<file path="src/rtl/instr_fetch_queue.sv">
// Instruction-fetch unit: program-loaded instruction memory, PC sequencer and credit-throttled issue queue.
// Optional build macro IFQ_PC_TAG_EN adds issue_pc, the fetch address of the queue-head instruction.
module instr_fetch_queue #(
  parameter int INSTR_W = 16,
  parameter int ADDR_W  = 4,
  parameter int QDEPTH  = 4
) (
  input  logic               clk1,
  input  logic               rst_n,
  input  logic               prog_we,
  input  logic [ADDR_W-1:0]  prog_addr,
  input  logic [INSTR_W-1:0] prog_data,
  input  logic [ADDR_W:0]    prog_len,
  input  logic               redir_valid,
  input  logic [ADDR_W-1:0]  redir_pc,
  output logic               issue_valid,
  input  logic               issue_ready,
  output logic [INSTR_W-1:0] issue_instr,
`ifdef IFQ_PC_TAG_EN
  output logic [ADDR_W-1:0]  issue_pc,
`endif
  output logic               busy,
  output logic               done
);

  localparam int PTR_W = $clog2(QDEPTH);
  localparam int CNT_W = PTR_W + 1;
  localparam int PC_W  = ADDR_W + 1;

  typedef enum logic [1:0] {IDLE, RUN, DONE} state_t;

  state_t             state, state_n;
  logic [PC_W-1:0]    pc, pc_n;
  logic [CNT_W-1:0]   count, count_n;
  logic [PTR_W-1:0]   rd_ptr, wr_ptr;
  logic               inflight;
  logic               fetch, push, pop;
  logic [INSTR_W-1:0] head_instr_n;

  logic [INSTR_W-1:0] mem     [2**ADDR_W];
  logic [INSTR_W-1:0] q_instr [QDEPTH];
  logic [INSTR_W-1:0] rdata;

`ifdef IFQ_PC_TAG_EN
  logic [ADDR_W-1:0]  q_pc [QDEPTH];
  logic [ADDR_W-1:0]  rd_pc;
  logic [ADDR_W-1:0]  head_pc_n;
`endif

  // NOTE: every signal assigned here gets a default first, so no path leaves a latch behind.
  always_comb begin
    pop          = issue_ready && (count != '0);
    push         = inflight && !redir_valid;
    fetch        = !redir_valid && (state == RUN) && (pc < prog_len) &&
                   ((count + CNT_W'(inflight)) < CNT_W'(QDEPTH));
    state_n      = state;
    pc_n         = pc;
    count_n      = count + CNT_W'(push) - CNT_W'(pop);
    head_instr_n = issue_instr;
`ifdef IFQ_PC_TAG_EN
    head_pc_n    = issue_pc;
`endif

    if (redir_valid) begin
      pc_n    = {1'b0, redir_pc};
      state_n = ({1'b0, redir_pc} >= prog_len) ? DONE : RUN;
      count_n = '0;
    end else if (state == RUN) begin
      if (fetch) pc_n = pc + PC_W'(1);
      if (pc_n >= prog_len) state_n = DONE;
    end

    // The head register tracks whichever entry sits at the front after this edge.
    if (!redir_valid) begin
      if ((count - CNT_W'(pop)) != '0) begin
        head_instr_n = q_instr[rd_ptr + PTR_W'(pop)];
`ifdef IFQ_PC_TAG_EN
        head_pc_n    = q_pc[rd_ptr + PTR_W'(pop)];
`endif
      end else if (push) begin
        head_instr_n = rdata;
`ifdef IFQ_PC_TAG_EN
        head_pc_n    = rd_pc;
`endif
      end
    end
  end

  // NOTE: sequential state uses non-blocking assignment so every register samples pre-edge values.
  always_ff @(posedge clk1 or negedge rst_n) begin
    if (!rst_n) begin
      state       <= IDLE;
      pc          <= '0;
      count       <= '0;
      rd_ptr      <= '0;
      wr_ptr      <= '0;
      inflight    <= 1'b0;
      issue_valid <= 1'b0;
      issue_instr <= '0;
      busy        <= 1'b0;
      done        <= 1'b0;
`ifdef IFQ_PC_TAG_EN
      issue_pc    <= '0;
`endif
    end else begin
      state       <= state_n;
      pc          <= pc_n;
      count       <= count_n;
      inflight    <= fetch;
      issue_valid <= (count_n != '0);
      issue_instr <= head_instr_n;
      busy        <= (state_n == RUN);
      done        <= (state_n == DONE) && (count_n == '0) && !fetch;
`ifdef IFQ_PC_TAG_EN
      issue_pc    <= head_pc_n;
`endif
      if (redir_valid) begin
        rd_ptr <= '0;
        wr_ptr <= '0;
      end else begin
        rd_ptr <= rd_ptr + PTR_W'(pop);
        wr_ptr <= wr_ptr + PTR_W'(push);
      end
    end
  end

  // NOTE: storage arrays carry no reset; their contents are only observed once written.
  always_ff @(posedge clk1) begin
    if (prog_we) mem[prog_addr] <= prog_data;
    if (fetch)   rdata <= mem[pc[ADDR_W-1:0]];
    if (push)    q_instr[wr_ptr] <= rdata;
`ifdef IFQ_PC_TAG_EN
    if (fetch)   rd_pc <= pc[ADDR_W-1:0];
    if (push)    q_pc[wr_ptr] <= rd_pc;
`endif
  end

  // Credits guarantee a push never lands on a full queue.
  assert property (@(posedge clk1) disable iff (!rst_n)
    !(push && !pop && (count == CNT_W'(QDEPTH))));

endmodule

</file>
<file path="config.mk">
export PLATFORM = sky130hd
export DESIGN_NAME = instr_fetch_queue
export DESIGN_NICKNAME = d
export VERILOG_FILES = /design/src/rtl/instr_fetch_queue.sv
export SDC_FILE = /design/constraint.sdc
export NUM_CORES = 1
export LEC_CHECK = 0
export CORE_ASPECT_RATIO = 0.6
export CORE_MARGIN = 2
export CORE_UTILIZATION = 55
export CTS_CLUSTER_DIAMETER = 150
export DETAILED_ROUTE_END_ITERATION = 16
export GPL_TIMING_DRIVEN = 0
export PLACE_DENSITY = 0.83
export SYNTH_ARGS = -nofsm -noshare
export SYNTH_HDL_FRONTEND = slang
export SYNTH_SLANG_ARGS = --single-unit
</file>
<file path="constraint.sdc">
create_clock -name clk1 -period 4 [get_ports clk1]
set_input_delay 0.8 -clock clk1 [delete_from_list [all_inputs] [get_ports clk1]]
set_output_delay 0.8 -clock clk1 [all_outputs]
set_load 0.05 [all_outputs]
</file>
==> flow_summary.toml <==
[outcome]
status = "completed"

[global_route]
antenna_found_initial = 1
grt_pass1_wl_um = 46530
grt_usage_pct = 23.31
grt_start_max_net_pins = 35
grt_pass1_vias = 7433
gr-total-overflow = 0

[finish]
num_antenna_cells = 0
post_route_cells_drive_above_1_share_pct = 25.06
synthToLayoutAreaGrowth_pct = 16.50
nNetsFinal = 828

[synth]
synth_cell_types = 52
synth_top_area_share_pct = 69.20
yosys-top-cells-count = "edfxtp_1, mux4_2, dfrtp_1"
yosysMostFrequentCell = "edfxtp_1"
netlist_instances = 665
yosys.area_share.adder_pct = 1.768
yosysWarnings = 0
ys_ff_latch = 370
synth_area_leader_cell = "edfxtp_1"
synthTopCellsByArea = "edfxtp_1, mux4_2, dfrtp_1, mux4_1, ha_1"
ys_seq_area_share_pct = 75.03
synth_top_family_by_area = "multiplexers"
synth_edf_count = 336
synth_xor_area_share_pct = 0.5406
synth-simple-area-share_pct = 2.523
synth-main-ff-cell = "edfxtp_1"
synthMuxAreaShare_pct = 16.18
async_reset_ff_share_pct = 9.189
synth_fp_nets = 719
synth_compound_area_share_pct = 2.137
syn_area_per_cell_um2 = 21.93
netlist_area_um2 = 14580

[worst_setup_path]
cp_num_buf_inv = 2
crit_path_cell_trace = "clkdlybuf4s50_1 > inv_1 > ha_1 > or4b_1 > a21oi_4 > o21a_4 > mux2_4 > ha_1 > o211ai_1 > o21ai_1 > a21oi_1 > or4_1 > a311oi_2"
timing.rr.start = "pc[4]"
required_ps = 4420
slowest_stage = "or4b_1"
worstSetupStartpoint = "prog_len[4]"
cp_max_fo = 4
cpMostUsedCell = "ha_1"
max_stage_delay_ps = 560
cp-start-kind = "input pin"
crit_arrival_ps = 4290
crit_family = "compound AO/OA/AOI/OAI gates"
criticalPathCategory = "input pin to register"
worst_setup_path_end_kind = "register"

[clocking]
clk_latency_ps = 530
clkSinkCount = 370
cts_root_buffer = "clkbuf_16"
h-tree-depth = 2
postCtsHoldBufs = 0
clkTransAtPathRegs_ps = 70
clockBufferDepth = 3
cts_tree = "built"
numCtsBuffers = 34

[sta]
fin_skew_ps = 17.65
tightest_slew_ps = 1097
finalSetupViolCount = 0
rsz0062_at_grt = "false"
hold_slack_ps = 360.9
period_minus_slack_ps = 3869
hold_violations = 0
slew_viol_final = 0
fmaxAchievable_mhz = 258.5
final.setup.tns_ps = 0
slew_headroom_pct = 26.80
timing.final.crit_share_pct = 96.72

[placement]
dp_hpwl_um = 19980
portBuffers = 52
gp_congestion = 0.7676

[floorplanning]
core_region_area_um2 = 26250
die-area_um2 = 27870
dieHeight_um = 130.1
rows = 46
initial_core_util_pct = 55.56
die_w_um = 214.2
ios = 53

[job]
max_cap_violations = 0

[route]
drt_first_pass_iters = 5
maxUsedRoutingLayer = "met5"
drt_iter0_markers = 884
wl_um = 31050
met3_length_um = 2694
via_count = 7103
via_per_inst = 6.134
drt-met1-wl_um = 12590
met2_wirelength_um = 14850
drc_errors = 0
wl_per_cell_um = 26.82
ant_nets = 0

[power_and_ir_drop]
leakage_nw = 5.665
powerDensity_nw_per_um2 = 626.6
ir_worst_vdd_v = 0.0004190

[hold_path]
hp-class = "input pin to async pin"
==> routing by layer <==
metal,vias up,GRT usage (%)
met5,-,0
met4,2,7.802
met3,78,5.291
met2,372,37.99
met1,3651,32.02
li1,3000,-
==> final cells by class <==
class | count | area, um^2
Sequential cell | 370 | 10940
Fill cell | 1712 | 9258
Multi-Input combinational cell | 256 | 3471
Clock buffer | 51 | 1010
Timing Repair Buffer | 72 | 800.8
Tap cell | 360 | 450.4
Buffer | 28 | 220.2
Clock inverter | 9 | 50.05
Inverter | 12 | 45.04
==> state kept, by name (all words and copies together) (netlist names) <==
name	count
q_instr	64
rdata	16
busy	1
mem	256
issue_instr	16
pc	5
wr_ptr	2
done	1
rd_ptr	2
state	2
issue_valid	1
count	3
inflight	1
==> power breakdown <==
part	switching (mW)	internal, mW	leakage [nW]
clock network	1.34	1.76	0.514
registers	0.166	4.54	3.46
logic	1.55	1.30	1.69
total	3.06	7.59	5.67
==> stage by stage <==
| step | instance area [um^2] | std cells | worst slack, ps | utilization, % | total power, mW |
|---|---|---|---|---|---|
| floorplan | 14580 | 665 | 397.6 | - | 6.726 |
| global placement | 15550 | 1077 | -465.2 | 59.26 | 7.439 |
| detailed placement | 15870 | 1094 | -605.2 | 60.47 | 7.586 |
| CTS | 16950 | 1155 | 17.98 | 64.57 | 10.69 |
| global route | 16990 | 1158 | 45.59 | 64.73 | 11.05 |
| finish | 16990 | 1158 | 131.2 | 64.73 | 10.64 |
==> cells in the final DEF, fill, tap and decap left out, types with 6 or more instances in the layout <==
cell	instances
nor2_2	14
buf_2	12
nor2b_1	6
mux4_2	83
inv_1	12
clkdlybuf4s50_1	51
o21ai_1	11
nand2_1	20
dfrtp_1	34
clkbuf_1	15
a221o_1	7
edfxtp_1	336
ha_1	19
buf_8	9
mux4_1	13
buf_4	9
mux2i_1	10
clkbuf_16	38
nor3_1	7
xnor2_1	8
==> worst register-to-register path, stage by stage (launching register included) <==
cell      delay [ps]
dfrtp_1          390
ha_1             190
or4b_1           560
a21oi_4          220
o21a_4           190
mux2_4           310
ha_1             290
o211ai_1         100
o21ai_1          200
a21oi_1          160
or4_1            440
a311oi_2         290
==> path summary, 6_finish.rpt <==
check / slack (ps) / end / cells after the start
max in group asynchronous: 3140 / pc[1] / 1
hold reg to reg: 490 / issue_instr[12] / 2
hold / removal: 360 / issue_instr[2] / 1
setup / recovery: 130 / done / 13
min in group clk1: 490 / issue_instr[12] / 2
setup reg to reg: 570 / done / 11
==> cell families (layout without fill, tap and decap cells) <==
logic type,after synthesis,in the layout
AO/OA/AOI/OAI,42,43
XOR/XNOR,9,9
adder cells (fa/ha/maj),20,20
buffers and inverters,40,172
flip-flops,370,370
multiplexers,110,110
AND/OR/NAND/NOR,74,74
==> timing repair <==
action                                  in CTS  in global routing
gates resized for setup                      1                  3
gates cloned                                 1                  0
endpoints found under the setup margin       1                  1
setup buffers                                0                  3
No activity file was read; power rests on OpenSTA's default activity.
